<file path="src/rtl/axi4_stream_pkt_gen_if.sv">
`default_nettype none
// +------------------------------------------------------------------+
// | axi4_stream_if : AXI4-Stream bundle with master/slave modports    |
// | Rev 1.0                                                          |
// +------------------------------------------------------------------+
interface axi4_stream_if #(
    parameter int DATA_WIDTH = 32,
    parameter int USER_WIDTH = 1,
    parameter int DEST_WIDTH = 1,
    parameter int ID_WIDTH   = 1
);
    logic                      tvalid;
    logic                      tready;
    logic [DATA_WIDTH-1:0]     tdata;
    logic [DATA_WIDTH/8-1:0]   tkeep;
    logic [DATA_WIDTH/8-1:0]   tstrb;
    logic                      tlast;
    logic [USER_WIDTH-1:0]     tuser;
    logic [ID_WIDTH-1:0]       tid;
    logic [DEST_WIDTH-1:0]     tdest;

    modport master (
        output tvalid, tdata, tkeep, tstrb, tlast, tuser, tid, tdest,
        input  tready
    );

    modport slave (
        input  tvalid, tdata, tkeep, tstrb, tlast, tuser, tid, tdest,
        output tready
    );
endinterface
`default_nettype wire

</file>
<file path="src/rtl/axi4_stream_pkt_gen.sv">
`default_nettype none
// +------------------------------------------------------------------+
// | axi4_stream_pkt_gen : AXI4-Stream packet source with (p+b) byte   |
// | pattern, inter-packet gap and optional LFSR throttle             |
// | (macro AXI4_STREAM_PKT_GEN_THROTTLE_EN).  Rev 1.0                |
// +------------------------------------------------------------------+
module axi4_stream_pkt_gen #(
    parameter int DATA_WIDTH = 32,
    parameter int USER_WIDTH = 1,
    parameter int DEST_WIDTH = 1,
    parameter int ID_WIDTH   = 1,
    parameter int LEN_WIDTH  = 16
) (
    input  logic                  clk_i,
    input  logic                  rst_i,
    input  logic                  start_i,
    input  logic                  stop_i,
    input  logic [LEN_WIDTH-1:0]  pkt_len_i,
    input  logic [LEN_WIDTH-1:0]  pkt_cnt_i,
    input  logic [LEN_WIDTH-1:0]  gap_i,
    input  logic [DEST_WIDTH-1:0] dest_i,
    output logic                  busy_o,
    output logic                  done_o,
    output logic [LEN_WIDTH-1:0]  pkt_sent_o,
    axi4_stream_if.master         pkt_o
);
    localparam int DATA_WIDTH_B = DATA_WIDTH / 8;
    localparam int CW           = LEN_WIDTH + 1;

    typedef enum logic [1:0] {
        S_IDLE = 2'd0,
        S_SEND = 2'd1,
        S_GAP  = 2'd2
    } state_t;

    state_t                  state_q;
    logic [LEN_WIDTH-1:0]    len_q, cnt_q, gap_q, gap_cnt_q, off_q, pkt_q;
    logic                    stop_q, busy_q, done_q;
    logic                    tvalid_q, tlast_q;
    logic [DATA_WIDTH-1:0]   tdata_q;
    logic [DATA_WIDTH_B-1:0] tkeep_q;
    logic [USER_WIDTH-1:0]   tuser_q;
    logic [ID_WIDTH-1:0]     tid_q;
    logic [DEST_WIDTH-1:0]   tdest_q;

    logic                    allow;
    logic                    start_ok, handshake, hs_last, stop_pend, run_end;
    logic                    load_en, drop_en;
    logic [LEN_WIDTH-1:0]    pkt_inc;
    logic [LEN_WIDTH-1:0]    len_sel, pkt_sel, off_sel;
    logic [CW-1:0]           byte_idx;
    logic [DATA_WIDTH-1:0]   tdata_d;
    logic [DATA_WIDTH_B-1:0] tkeep_d;
    logic                    tlast_d;
    logic [USER_WIDTH-1:0]   tuser_d;
    logic [ID_WIDTH-1:0]     tid_d;

`ifdef AXI4_STREAM_PKT_GEN_THROTTLE_EN
    logic [15:0] lfsr_q;

    always_ff @(posedge clk_i) begin
        if (rst_i) begin
            lfsr_q <= 16'hACE1;
        end else begin
            lfsr_q <= {lfsr_q[14:0], lfsr_q[15] ^ lfsr_q[13] ^ lfsr_q[12] ^ lfsr_q[10]};
        end
    end

    assign allow = ~lfsr_q[0];
`else
    assign allow = 1'b1;
`endif

    assign start_ok  = start_i && (pkt_len_i != '0);
    assign handshake = tvalid_q & pkt_o.tready;
    assign hs_last   = handshake & tlast_q;
    assign stop_pend = stop_q | stop_i;
    assign pkt_inc   = pkt_q + LEN_WIDTH'(1);
    assign run_end   = hs_last & (stop_pend | ((cnt_q != '0) && (pkt_inc == cnt_q)));

    // Select which (packet, byte offset) the next presented word belongs to.
    always_comb begin
        len_sel = len_q;
        pkt_sel = pkt_q;
        off_sel = off_q;
        load_en = 1'b0;
        case (state_q)
            S_IDLE: begin
                len_sel = pkt_len_i;
                pkt_sel = '0;
                off_sel = '0;
                load_en = start_ok & allow;
            end
            S_SEND: begin
                if (hs_last) begin
                    pkt_sel = pkt_inc;
                    off_sel = '0;
                end else if (handshake) begin
                    off_sel = off_q + LEN_WIDTH'(DATA_WIDTH_B);
                end
                load_en = allow & (~tvalid_q | (handshake & ~(hs_last & (run_end | (gap_q != '0)))));
            end
            S_GAP: begin
                off_sel = '0;
                load_en = allow & ~stop_pend & (gap_cnt_q == LEN_WIDTH'(1));
            end
            default: load_en = 1'b0;
        endcase
        drop_en = handshake & ~load_en;
    end

    always_comb begin
        tdata_d  = '0;
        tkeep_d  = '0;
        byte_idx = '0;
        for (int i = 0; i < DATA_WIDTH_B; i++) begin
            byte_idx = {1'b0, off_sel} + CW'(i);
            if (byte_idx < {1'b0, len_sel}) begin
                tdata_d[8*i +: 8] = pkt_sel[7:0] + byte_idx[7:0];
                tkeep_d[i]        = 1'b1;
            end
        end
        tlast_d    = ({1'b0, off_sel} + CW'(DATA_WIDTH_B)) >= {1'b0, len_sel};
        tuser_d    = '0;
        tuser_d[0] = (off_sel == '0);
        tid_d      = ID_WIDTH'(pkt_sel);
    end

    always_ff @(posedge clk_i) begin
        if (rst_i) begin
            state_q   <= S_IDLE;
            len_q     <= '0;
            cnt_q     <= '0;
            gap_q     <= '0;
            gap_cnt_q <= '0;
            off_q     <= '0;
            pkt_q     <= '0;
            stop_q    <= 1'b0;
            busy_q    <= 1'b0;
            done_q    <= 1'b0;
            tvalid_q  <= 1'b0;
            tdata_q   <= '0;
            tkeep_q   <= '0;
            tlast_q   <= 1'b0;
            tuser_q   <= '0;
            tid_q     <= '0;
            tdest_q   <= '0;
        end else begin
            done_q <= 1'b0;
            case (state_q)
                S_IDLE: begin
                    if (start_ok) begin
                        len_q   <= pkt_len_i;
                        cnt_q   <= pkt_cnt_i;
                        gap_q   <= gap_i;
                        tdest_q <= dest_i;
                        pkt_q   <= '0;
                        off_q   <= '0;
                        stop_q  <= 1'b0;
                        busy_q  <= 1'b1;
                        state_q <= S_SEND;
                    end
                end
                S_SEND: begin
                    if (stop_i) begin
                        stop_q <= 1'b1;
                    end
                    if (handshake) begin
                        off_q <= off_sel;
                    end
                    if (hs_last) begin
                        pkt_q <= pkt_inc;
                        if (run_end) begin
                            busy_q  <= 1'b0;
                            done_q  <= 1'b1;
                            state_q <= S_IDLE;
                        end else if (gap_q != '0) begin
                            gap_cnt_q <= gap_q;
                            state_q   <= S_GAP;
                        end
                    end
                end
                S_GAP: begin
                    if (stop_pend) begin
                        busy_q  <= 1'b0;
                        done_q  <= 1'b1;
                        state_q <= S_IDLE;
                    end else if (gap_cnt_q == LEN_WIDTH'(1)) begin
                        state_q <= S_SEND;
                    end else begin
                        gap_cnt_q <= gap_cnt_q - LEN_WIDTH'(1);
                    end
                end
                default: state_q <= S_IDLE;
            endcase

            // Payload is cleared whenever tvalid drops so idle beats carry zeros.
            if (load_en) begin
                tvalid_q <= 1'b1;
                tdata_q  <= tdata_d;
                tkeep_q  <= tkeep_d;
                tlast_q  <= tlast_d;
                tuser_q  <= tuser_d;
                tid_q    <= tid_d;
            end else if (drop_en) begin
                tvalid_q <= 1'b0;
                tdata_q  <= '0;
                tkeep_q  <= '0;
                tlast_q  <= 1'b0;
                tuser_q  <= '0;
                tid_q    <= '0;
            end
        end
    end

    assign busy_o       = busy_q;
    assign done_o       = done_q;
    assign pkt_sent_o   = pkt_q;
    assign pkt_o.tvalid = tvalid_q;
    assign pkt_o.tdata  = tdata_q;
    assign pkt_o.tkeep  = tkeep_q;
    assign pkt_o.tstrb  = tkeep_q;
    assign pkt_o.tlast  = tlast_q;
    assign pkt_o.tuser  = tuser_q;
    assign pkt_o.tid    = tid_q;
    assign pkt_o.tdest  = tdest_q;
endmodule
`default_nettype wire

</file>
<file path="src/flat_wrapper.sv">
// flat-port wrapper written by rule: the top's interface ports become plain ports
module axi4_stream_pkt_gen_flat 
#(
    parameter int DATA_WIDTH = 32,
    parameter int USER_WIDTH = 1,
    parameter int DEST_WIDTH = 1,
    parameter int ID_WIDTH   = 1,
    parameter int LEN_WIDTH  = 16
)
  (clk_i, rst_i, start_i, stop_i, pkt_len_i, pkt_cnt_i, gap_i, dest_i, busy_o, done_o, pkt_sent_o, pkt_o_tvalid, pkt_o_tdata, pkt_o_tkeep, pkt_o_tstrb, pkt_o_tlast, pkt_o_tuser, pkt_o_tid, pkt_o_tdest, pkt_o_tready);
  axi4_stream_if #(.DATA_WIDTH(DATA_WIDTH), .USER_WIDTH(USER_WIDTH), .DEST_WIDTH(DEST_WIDTH), .ID_WIDTH(ID_WIDTH)) pkt_o_i ();
  input  logic clk_i;
  input  logic rst_i;
  input  logic start_i;
  input  logic stop_i;
  input  logic [LEN_WIDTH-1:0] pkt_len_i;
  input  logic [LEN_WIDTH-1:0] pkt_cnt_i;
  input  logic [LEN_WIDTH-1:0] gap_i;
  input  logic [DEST_WIDTH-1:0] dest_i;
  output logic busy_o;
  output logic done_o;
  output logic [LEN_WIDTH-1:0] pkt_sent_o;
  output wire logic [$bits(pkt_o_i.tvalid)-1:0] pkt_o_tvalid;
  output wire logic [$bits(pkt_o_i.tdata)-1:0] pkt_o_tdata;
  output wire logic [$bits(pkt_o_i.tkeep)-1:0] pkt_o_tkeep;
  output wire logic [$bits(pkt_o_i.tstrb)-1:0] pkt_o_tstrb;
  output wire logic [$bits(pkt_o_i.tlast)-1:0] pkt_o_tlast;
  output wire logic [$bits(pkt_o_i.tuser)-1:0] pkt_o_tuser;
  output wire logic [$bits(pkt_o_i.tid)-1:0] pkt_o_tid;
  output wire logic [$bits(pkt_o_i.tdest)-1:0] pkt_o_tdest;
  input wire logic [$bits(pkt_o_i.tready)-1:0] pkt_o_tready;
  assign pkt_o_tvalid = pkt_o_i.tvalid;
  assign pkt_o_tdata = pkt_o_i.tdata;
  assign pkt_o_tkeep = pkt_o_i.tkeep;
  assign pkt_o_tstrb = pkt_o_i.tstrb;
  assign pkt_o_tlast = pkt_o_i.tlast;
  assign pkt_o_tuser = pkt_o_i.tuser;
  assign pkt_o_tid = pkt_o_i.tid;
  assign pkt_o_tdest = pkt_o_i.tdest;
  assign pkt_o_i.tready = pkt_o_tready;
  axi4_stream_pkt_gen #(.DATA_WIDTH(DATA_WIDTH), .USER_WIDTH(USER_WIDTH), .DEST_WIDTH(DEST_WIDTH), .ID_WIDTH(ID_WIDTH), .LEN_WIDTH(LEN_WIDTH)) u_core (.clk_i(clk_i), .rst_i(rst_i), .start_i(start_i), .stop_i(stop_i), .pkt_len_i(pkt_len_i), .pkt_cnt_i(pkt_cnt_i), .gap_i(gap_i), .dest_i(dest_i), .busy_o(busy_o), .done_o(done_o), .pkt_sent_o(pkt_sent_o), .pkt_o(pkt_o_i));
endmodule
</file>
<file path="config.mk">
export PLATFORM = sky130hd
export DESIGN_NAME = axi4_stream_pkt_gen_flat
export DESIGN_NICKNAME = d
export VERILOG_FILES = /design/src/rtl/axi4_stream_pkt_gen_if.sv /design/src/rtl/axi4_stream_pkt_gen.sv /design/src/flat_wrapper.sv
export SDC_FILE = /design/constraint.sdc
export NUM_CORES = 1
export LEC_CHECK = 0
export CAP_MARGIN = 20
export CORE_ASPECT_RATIO = 1.1
export CORE_MARGIN = 2
export CORE_UTILIZATION = 25
export CTS_BUF_LIST = sky130_fd_sc_hd__clkbuf_2 sky130_fd_sc_hd__clkbuf_4 sky130_fd_sc_hd__clkbuf_8
export DETAILED_ROUTE_END_ITERATION = 8
export PLACE_DENSITY_LB_ADDON = 0.15
export SETUP_SLACK_MARGIN = 0.15
export SYNTH_ARGS = -nofsm -noshare
export SYNTH_HDL_FRONTEND = slang
export SYNTH_SLANG_ARGS = --single-unit
</file>
<file path="constraint.sdc">
create_clock -name clk_i -period 9.5 [get_ports clk_i]
set_input_delay 0.95 -clock clk_i [delete_from_list [all_inputs] [get_ports clk_i]]
set_output_delay 0.95 -clock clk_i [all_outputs]
set_load 0.02 [all_outputs]
</file>
==> impl_metrics.json <==
{
  "status": "completed",
  "hp-class": "flop to flop",
  "numCtsBuffers": 17,
  "hold_violations": 0,
  "synth-async-reset-ratio_pct": 0,
  "drt-total-wl_mm": 37.6,
  "cts.sinks": 142,
  "first_pass_iters": 5,
  "setup_viol": 0,
  "post-route-drc-count": 0,
  "synth.top_cell.area_share_pct": 25.8,
  "ant_nets": 0,
  "die_h_um": 224,
  "critPathLaunchType": "primary input",
  "relSlewSlack_pct": 27.3,
  "htree_num_levels": 4,
  "avgSynthCellArea_um2": 8.09,
  "dr_total_vias": 10000,
  "ys_warn_count": 0,
  "syn_area_um2": 11000,
  "grt_usage_pct": 16.6,
  "start_util_pct": 25.3,
  "ctsHoldBuffers": 0,
  "leakagePower_nw": 5.18,
  "die_area_um2": 45700,
  "post-route-period-util_pct": 63.1,
  "final.min_clock_period_ns": 5.99,
  "cts_setup_buffers": 0,
  "clock_path_buffers": 2,
  "fmax_mhz": 167,
  "synth_cell_types": 83,
  "antenna_found_initial": 0,
  "wl_per_cell_um": 18.6,
  "synth.largest_area_cell": "dfxtp_1",
  "via_per_inst": 4.94,
  "drive_above_1_share_pct": 7.24,
  "whs_ns": 0.456,
  "maxCapViolations": 0,
  "ys_seq_area_share_pct": 25.8,
  "clk_latency_ns": 0.50,
  "synth_cells": 1360,
  "synth_seq_cells": 142,
  "grt_pass1_vias": 9940,
  "path_class": "primary input to flop",
  "port_buffers": 116,
  "synth_edf_count": 0,
  "nets": 1614,
  "cp.arrival_ns": 6.43,
  "worst_ep_required_time_ns": 9.93,
  "finalSetupTns_ns": 0,
  "powerDensity_nw_per_um2": 198,
  "grt_max_degree": 82,
  "io_pins": 117,
  "dp_hpwl_mm": 28.5,
  "root_buffer": "clkbuf_8",
  "grt_overflow_total": 0,
  "grt_first_pass_wirelength_mm": 58.5,
  "clk_pin_slew_ns": 0.08,
  "final_common_cell": "nand2_1",
  "synth_area_leaders": "dfxtp_1 (26%), ha_1 (13%), xnor2_1 (6.9%)",
  "rsz0062_at_grt": "no",
  "peakVddDrop_mv": 0.114,
  "gp_congestion": 0.910,
  "area_delta_synth_final_pct": 19.0,
  "tightestPinTransition_ns": 1.09,
  "end_kind": "flop",
  "r2r_slack_ns": 3.58,
  "diodes": 0,
  "cts_resized": 0,
  "synth_top_flop_cell": "dfxtp_1",
  "cts_tree": "built",
  "maxSlewViolCount": 0,
  "layout_common_cells": "nand2_1 (195), dfxtp_1 (142), a21oi_1 (132), ha_1 (116), clkdlybuf4s50_1 (115)",
  "final.fill_count": 4722,
  "rows": 80,
  "synthesis.nets": 1535,
  "drtIter0Drc": 444,
  "worst_clock_skew_ns": 0.0205,
  "crit_fanout": 12,
  "design.core.area_um2": 43400,
  "die_x_um": 204
}
-- routing by layer --
metal | routed length (um) | GRT usage, % | up-vias
met5 | 0 | 0 | -
met4 | 985 | 5.89 | 0
met3 | 1380 | 2.85 | 49
met2 | 18000 | 28.1 | 199
met1 | 17200 | 21.2 | 4695
li1 | - | - | 5060
-- critical path, stage by stage --
cell and delay, ns:
clkdlybuf4s50_1 0.76, and3b_1 0.46, xnor2_1 0.10, nor2_1 0.66, ha_1 0.33, inv_1 0.08
nor3b_1 0.44, nand3_1 0.30, nor3_1 0.26, xnor2_1 0.11, ha_1 0.35, a41oi_1 0.21
o21ai_0 0.11, o21ai_0 0.17, a21oi_1 0.09, nor4b_2 0.80, a22o_1 0.22
-- flip-flops by register name, summed over array words and instances (netlist names), 2 cells and up --
| signal | flops |
|---|---|
| u_core.off_q | 16 |
| u_core.len_q | 16 |
| u_core.gap_q | 16 |
| u_core.pkt_o.tkeep | 4 |
| u_core.pkt_o.tdata | 32 |
| u_core.pkt_sent_o | 16 |
| u_core.cnt_q | 16 |
| u_core.state_q | 2 |
| u_core.gap_cnt_q | 16 |
-- power breakdown --
part	internal [mW]	total [mW]	switching, mW
Sequential	0.692	0.772	0.0805
Clock	0.219	0.485	0.265
Combinational	0.521	1.33	0.813
-- final timing paths --
| check | cells past startpoint | to | start |
|---|---|---|---|
| worst max-delay path | 17 | u_core.pkt_o.tdata[11]$_SDFFE_PP0P_ | pkt_o_tready |
| worst min-delay path | 2 | u_core.len_q[4]$_SDFFE_PP0P_ | u_core.len_q[4]$_SDFFE_PP0P_ |
| worst max register to register | 19 | u_core.pkt_o.tdata[11]$_SDFFE_PP0P_ | u_core.state_q[1]$_SDFFE_PP0P_ |
| worst min register to register | 2 | u_core.len_q[4]$_SDFFE_PP0P_ | u_core.len_q[4]$_SDFFE_PP0P_ |
-- cell usage after synthesis, types with 10 or more instances --
library cell,count
a211o_1,12
a21o_1,34
a21oi_1,133
a22o_1,20
a22oi_1,13
a31oi_1,13
a32o_1,16
and3_1,10
buf_2,11
buf_4,11
clkbuf_1,55
dfxtp_1,142
ha_1,117
inv_1,33
mux2i_1,25
nand2_1,195
nand2b_1,11
nand3_1,34
nand4_1,18
nor2_1,91
nor3_1,21
nor4_1,23
o21ai_0,46
o31ai_1,11
or3_1,12
or4_1,10
xnor2_1,87
xor2_1,27
-- stage by stage --
step	cells	total power [mW]	worst slack [ns]	cell area (um2)	util, %
floorplan	1360	1.65	4.49	11000	-
global placement	1993	2.12	3.20	12700	29.3
detailed placement	1993	2.12	2.98	12700	29.3
CTS	2023	2.63	3.50	13100	30.1
global route	2024	2.79	2.97	13100	30.1
finish	2024	2.59	3.51	13100	30.1
-- cells by family after synthesis --
kind of cell	synth area share [%]
fa+ha+maj	14.0
simple gates	22.2
buf+inv	4.66
xor+xnor	9.07
compound gates	21.1
mux	3.19
flops	25.8
-- layout make-up --
| class | count | area, um2 | share of cell area [%] |
|---|---|---|---|
| multi-input combinational | 1100 | 7670 | 58.6 |
| timing repair buffer | 142 | 1370 | 10.4 |
| clock buffer | 20 | 269 | 2.05 |
| clock inverter | 10 | 92.6 | 0.707 |
| tap | 574 | 718 | 5.48 |
| inverter | 36 | 135 | 1.03 |
| sequential | 142 | 2840 | 21.7 |
Note: power is estimated with default switching activity, not from simulation.
==> variant 1 (same settings) <==
`DATA_WIDTH` is set to 32 in 3 places; all go to 24.
--- a/src/rtl/axi4_stream_pkt_gen_if.sv
+++ b/src/rtl/axi4_stream_pkt_gen_if.sv
@@ -4,7 +4,7 @@
 // | Rev 1.0                                                          |
 // +------------------------------------------------------------------+
 interface axi4_stream_if #(
-    parameter int DATA_WIDTH = 32,
+    parameter int DATA_WIDTH = 24,
     parameter int USER_WIDTH = 1,
     parameter int DEST_WIDTH = 1,
     parameter int ID_WIDTH   = 1
--- a/src/rtl/axi4_stream_pkt_gen.sv
+++ b/src/rtl/axi4_stream_pkt_gen.sv
@@ -5,7 +5,7 @@
 // | (macro AXI4_STREAM_PKT_GEN_THROTTLE_EN).  Rev 1.0                |
 // +------------------------------------------------------------------+
 module axi4_stream_pkt_gen #(
-    parameter int DATA_WIDTH = 32,
+    parameter int DATA_WIDTH = 24,
     parameter int USER_WIDTH = 1,
     parameter int DEST_WIDTH = 1,
     parameter int ID_WIDTH   = 1,
--- a/src/flat_wrapper.sv
+++ b/src/flat_wrapper.sv
@@ -1,7 +1,7 @@
 // flat-port wrapper written by rule: the top's interface ports become plain ports
 module axi4_stream_pkt_gen_flat 
 #(
-    parameter int DATA_WIDTH = 32,
+    parameter int DATA_WIDTH = 24,
     parameter int USER_WIDTH = 1,
     parameter int DEST_WIDTH = 1,
     parameter int ID_WIDTH   = 1,
Interface: changed (resized pkt_o_tdata, pkt_o_tkeep and pkt_o_tstrb); port bits go from 117 to 107. The function was not compared with the original's and may differ.
==> variant 1 against the original RTL <==
Final cell count decreased by 7.9%. Sequential cell count decreased by 9. Critical path depth increased by 1. Synthesized cell count decreased by 6.1%. Combinational power decreased by 15%. Sequential share of layout area increased by 0.47 points. Routed wire length decreased by 5.1%. Area after synthesis decreased by 7.9%. Sequential power decreased by 9.1%. Final area decreased by 8.3%. Utilization decreased by 0.19 points. Worst setup slack got worse by 0.021 ns. Via count decreased by 4.1%. Power decreased by 10%. Critical path type unchanged.
==> variant 1: results (changes against the original RTL) <==
[power_and_ir_drop]
vdd_drop_max_mv=0.111  ; -2.8%
pg_clk_uw=495  ; +2%
swShare=0.444  ; -0.00334

[setup_path]
r2r_end=u_core.pkt_o.tlast
cpMaxStageDelayCell=clkdlybuf4s50_1
reg2reg_from=u_core.pkt_o.tvalid
r2r_setup_slack_ns=4.06  ; +0.48 ns
critical_path.endpoint=u_core.pkt_o.tlast
rr_worst_depth=17  ; -2

[timing]
worst_clock_skew_ns=0.0156  ; -0.00494 ns

[drt]
vias_per_cell=5.15  ; +4.2%
dr_wl_met2_microns=16400  ; -8.8%

[layout]
nets=1492  ; -7.6%
final_cells=1864  ; -7.9%
largest_reg_flops=24  ; -25%

[global_routing]
grt_pass1_wl_microns=55400  ; -5.4%
gr-usage-met2=0.275  ; -0.00601
antenna_found_initial=1  ; +1
grt_pass1_vias=9245  ; -7.0%
met3_usage=0.0301  ; +0.00162
grt_max_degree=84  ; +2.4%
grt_usage=0.169  ; +0.00310

[hold_path]
min_from=u_core.len_q[5]

[synth]
synth_cells=1277  ; -6.1%
synth_area_leaders=dfxtp_1 26%, ha_1 12%, a21oi_1 7.0%
syn_nets=1429  ; -6.9%
post_synth_num_cell_types=91  ; +9.6%

[placed_design]
gp_congestion=0.858  ; -5.7%
hpwlAfterDp_microns=27000  ; -5.2%

[run_status]
status=complete, no violations

variant 1: cell count changes in the layout (fill, tap and decap cells not counted), moves of 10 or more:
cell / delta
nor2_1: -15
a32o_1: -15
xnor2_1: -40
a21o_1: -10
buf_4: -12
nand2_1: -11
ha_1: -22
clkdlybuf4s50_1: -10
nand3_1: +18
o21ai_0: -15
o211ai_1: +10
variant 1: final cells by class:
class | instances | area [sq um]
Inverter | 35 | 131
Multi-Input combinational cell | 1034 | 7030
Clock inverter | 5 | 75.1
Sequential cell | 133 | 2660
Timing Repair Buffer | 119 | 1160
Clock buffer | 24 | 305
Antenna cell | 1 | 2.50
Fill cell | 4352 | 28100
Tap cell | 513 | 642
variant 1: kinds of logic after synthesis:
group	Yosys count	synth area share
xor+xnor	83	0.0732
simple gates	481	0.242
mux	26	0.0264
buf+inv	110	0.0454
compound gates	346	0.227
fa+ha+maj	98	0.123
flops	133	0.263
==> variant 2 (same settings) <==
Made on the original files. The 3 states of `state_t` get a one-hot encoding in 3 bits.
--- a/src/rtl/axi4_stream_pkt_gen.sv
+++ b/src/rtl/axi4_stream_pkt_gen.sv
@@ -27,10 +27,10 @@
     localparam int DATA_WIDTH_B = DATA_WIDTH / 8;
     localparam int CW           = LEN_WIDTH + 1;
 
-    typedef enum logic [1:0] {
-        S_IDLE = 2'd0,
-        S_SEND = 2'd1,
-        S_GAP  = 2'd2
+    typedef enum logic [2:0] {
+        S_IDLE = 3'b001,
+        S_SEND = 3'b010,
+        S_GAP  = 3'b100
     } state_t;
 
     state_t                  state_q;
Formal check against the unedited RTL: same outputs for any inputs over 4 cycles, from zero or initial values and one cycle with rst_i high; so few cycles prove little.
==> variant 2 against the original RTL <==
Register-to-register slack got worse by 0.67 ns. Synthesized cell count grew 1.4%. Critical path depth shrank 1. Routed wire length rose by 8.2%. Area after synthesis down 0.58%. Worst setup slack got worse by 1.1 ns. Sequential cell count up 1. Final area hardly changed. Worst hold slack lost 0.0017 ns. Critical endpoint is now u_core.pkt_o.tlast. Largest cell class unchanged. Highest routed layer unchanged.
Power is not compared: it rests on default switching activity, and its combinational part moved more than twofold at a synthesized area within 25%.
==> variant 2: results (changes against the original RTL) <==
[run_status]
status=complete, no violations

[clock_network]
clock-root-buffer=clkbuf_8
clk_latency_ns=0.51
clk_path_buf_depth=2  ; unchanged
clk_pin_slew_ns=0.08  ; about the same
cts_setup_buffers=0  ; unchanged

[placed_design]
hpwlAfterDp_microns=30300  ; +6.5%
placed_area_sq_um=12700  ; -0.15%
io_buffer_count=116  ; unchanged
place_inst=2017  ; +1.2%
gp_congestion=0.905  ; -0.60%

[layout]
largest_reg_flops=32  ; unchanged
drive_gt1_frac=0.0733  ; +0.000856
nets=1633  ; +1.2%
fillers=4717  ; -0.11%

[setup_path]
arrival_ns=7.39  ; +0.96 ns
r2r_setup_slack_ns=2.91  ; -0.67 ns
rr_worst_depth=15  ; -4
critical-path-top-delay-family=simple AND/OR/NAND/NOR gates
critPathMaxFanout=24  ; +12
cpPeakStageDelay_ns=0.89  ; +0.09 ns
reg2reg_from=u_core.state_q[0]
critical_path.endpoint=u_core.pkt_o.tlast
cpMaxStageDelayCell=nor2_1
cp-startpoint=pkt_o_tready

[global_routing]
grt_pass1_wl_microns=61900  ; +5.7%
gr-total-overflow=0  ; unchanged
grt_pass1_vias=10300  ; +3.7%
grt_max_degree=67  ; -18%
grt_usage=0.181  ; +0.0143

[power_and_ir_drop]
p_leak_nw=5.22

[timing]
whs_ns=0.455  ; -0.00174 ns
worst_clock_skew_ns=0.0174  ; -0.00315 ns
slew_headroom=0.249  ; -0.0236

[hold_path]
min_from=u_core.len_q[3]
hold_path_end=u_core.len_q[3]

[drt]
first_pass_iters=5  ; unchanged
vias=10400  ; +3.6%
first_iter_violations=569  ; +28%
vias_per_cell=5.06  ; +2.3%
wl_microns=40700  ; +8.2%

[synth]
post_synth_num_cell_types=84  ; +1.2%
synth-seq-area-share=0.262  ; +0.00334
synth_commonest_cells=187 x nand2_1, 143 x dfxtp_1, 137 x a21oi_1
synth_ff_type=dfxtp_1
synth_area_leaders=dfxtp_1 26%, ha_1 13%, nand2_1 6.4%
syn_avg_cell_area_sq_um=7.94  ; -1.9%

==> variant 2: changes by cell type after synthesis, sizes merged, moves of 8 or more <==
cell | unedited run | this run
nor2 | 92 | 104
a211o | 12 | 2
xor2 | 27 | 37
mux2 | 9 | 0
nor3 | 22 | 37
xnor2 | 87 | 71
a32o | 16 | 0
a22oi | 14 | 6
a21o | 34 | 24
o21a | 1 | 15
nand2 | 195 | 187
a22o | 20 | 33
o211ai | 1 | 14
==> variant 2: tightest hold or removal path: cells and delay by family (launching register included) <==
family          cells  cell delay, ns
compound gates      1            0.05
simple gates        1            0.05
flops               1            0.31
==> variant 2: layout make-up <==
type	instances	area, sq um	area share
antenna	1	2.50	0.000191
clock buffer	22	297	0.0226
tap	574	718	0.0548
sequential	143	2860	0.219
multi-input combinational	1128	7650	0.584
inverter	33	124	0.00945
timing repair buffer	139	1340	0.102
clock inverter	9	108	0.00821
==> variant 2: layer usage <==
metal	up-vias	wire length, microns	track usage
met1	4997	17700	0.217
met5	-	0	0
met4	0	975	0.0586
li1	5138	-	-
met3	43	1280	0.0295
met2	183	20700	0.324
==> variant 2: per-stage QoR <==
step / setup WS, ns / power (mW)
final: 2.45 / 1.80
after CTS: 2.60 / 1.83
after detailed placement: 2.06 / 1.29
after global routing: 1.88 / 1.91
after global placement: 2.31 / 1.28
after floorplan: 4.50 / 1.05
==> variant 2: cells by family after synthesis <==
kind of cell	after synthesis	synth area share
and+or+nand+nor	526	0.238
adders and majority gates	117	0.137
muxes	20	0.0198
buffers and inverters	108	0.0414
DFF	143	0.262
AOI/OAI and AO/OA	357	0.215
xor gates and xnor gates	108	0.0878
==> variant 2: report_power, final <==
group	switching [mW]	internal [mW]
registers	0.0425	0.638
logic	0.373	0.220
clock network	0.261	0.262
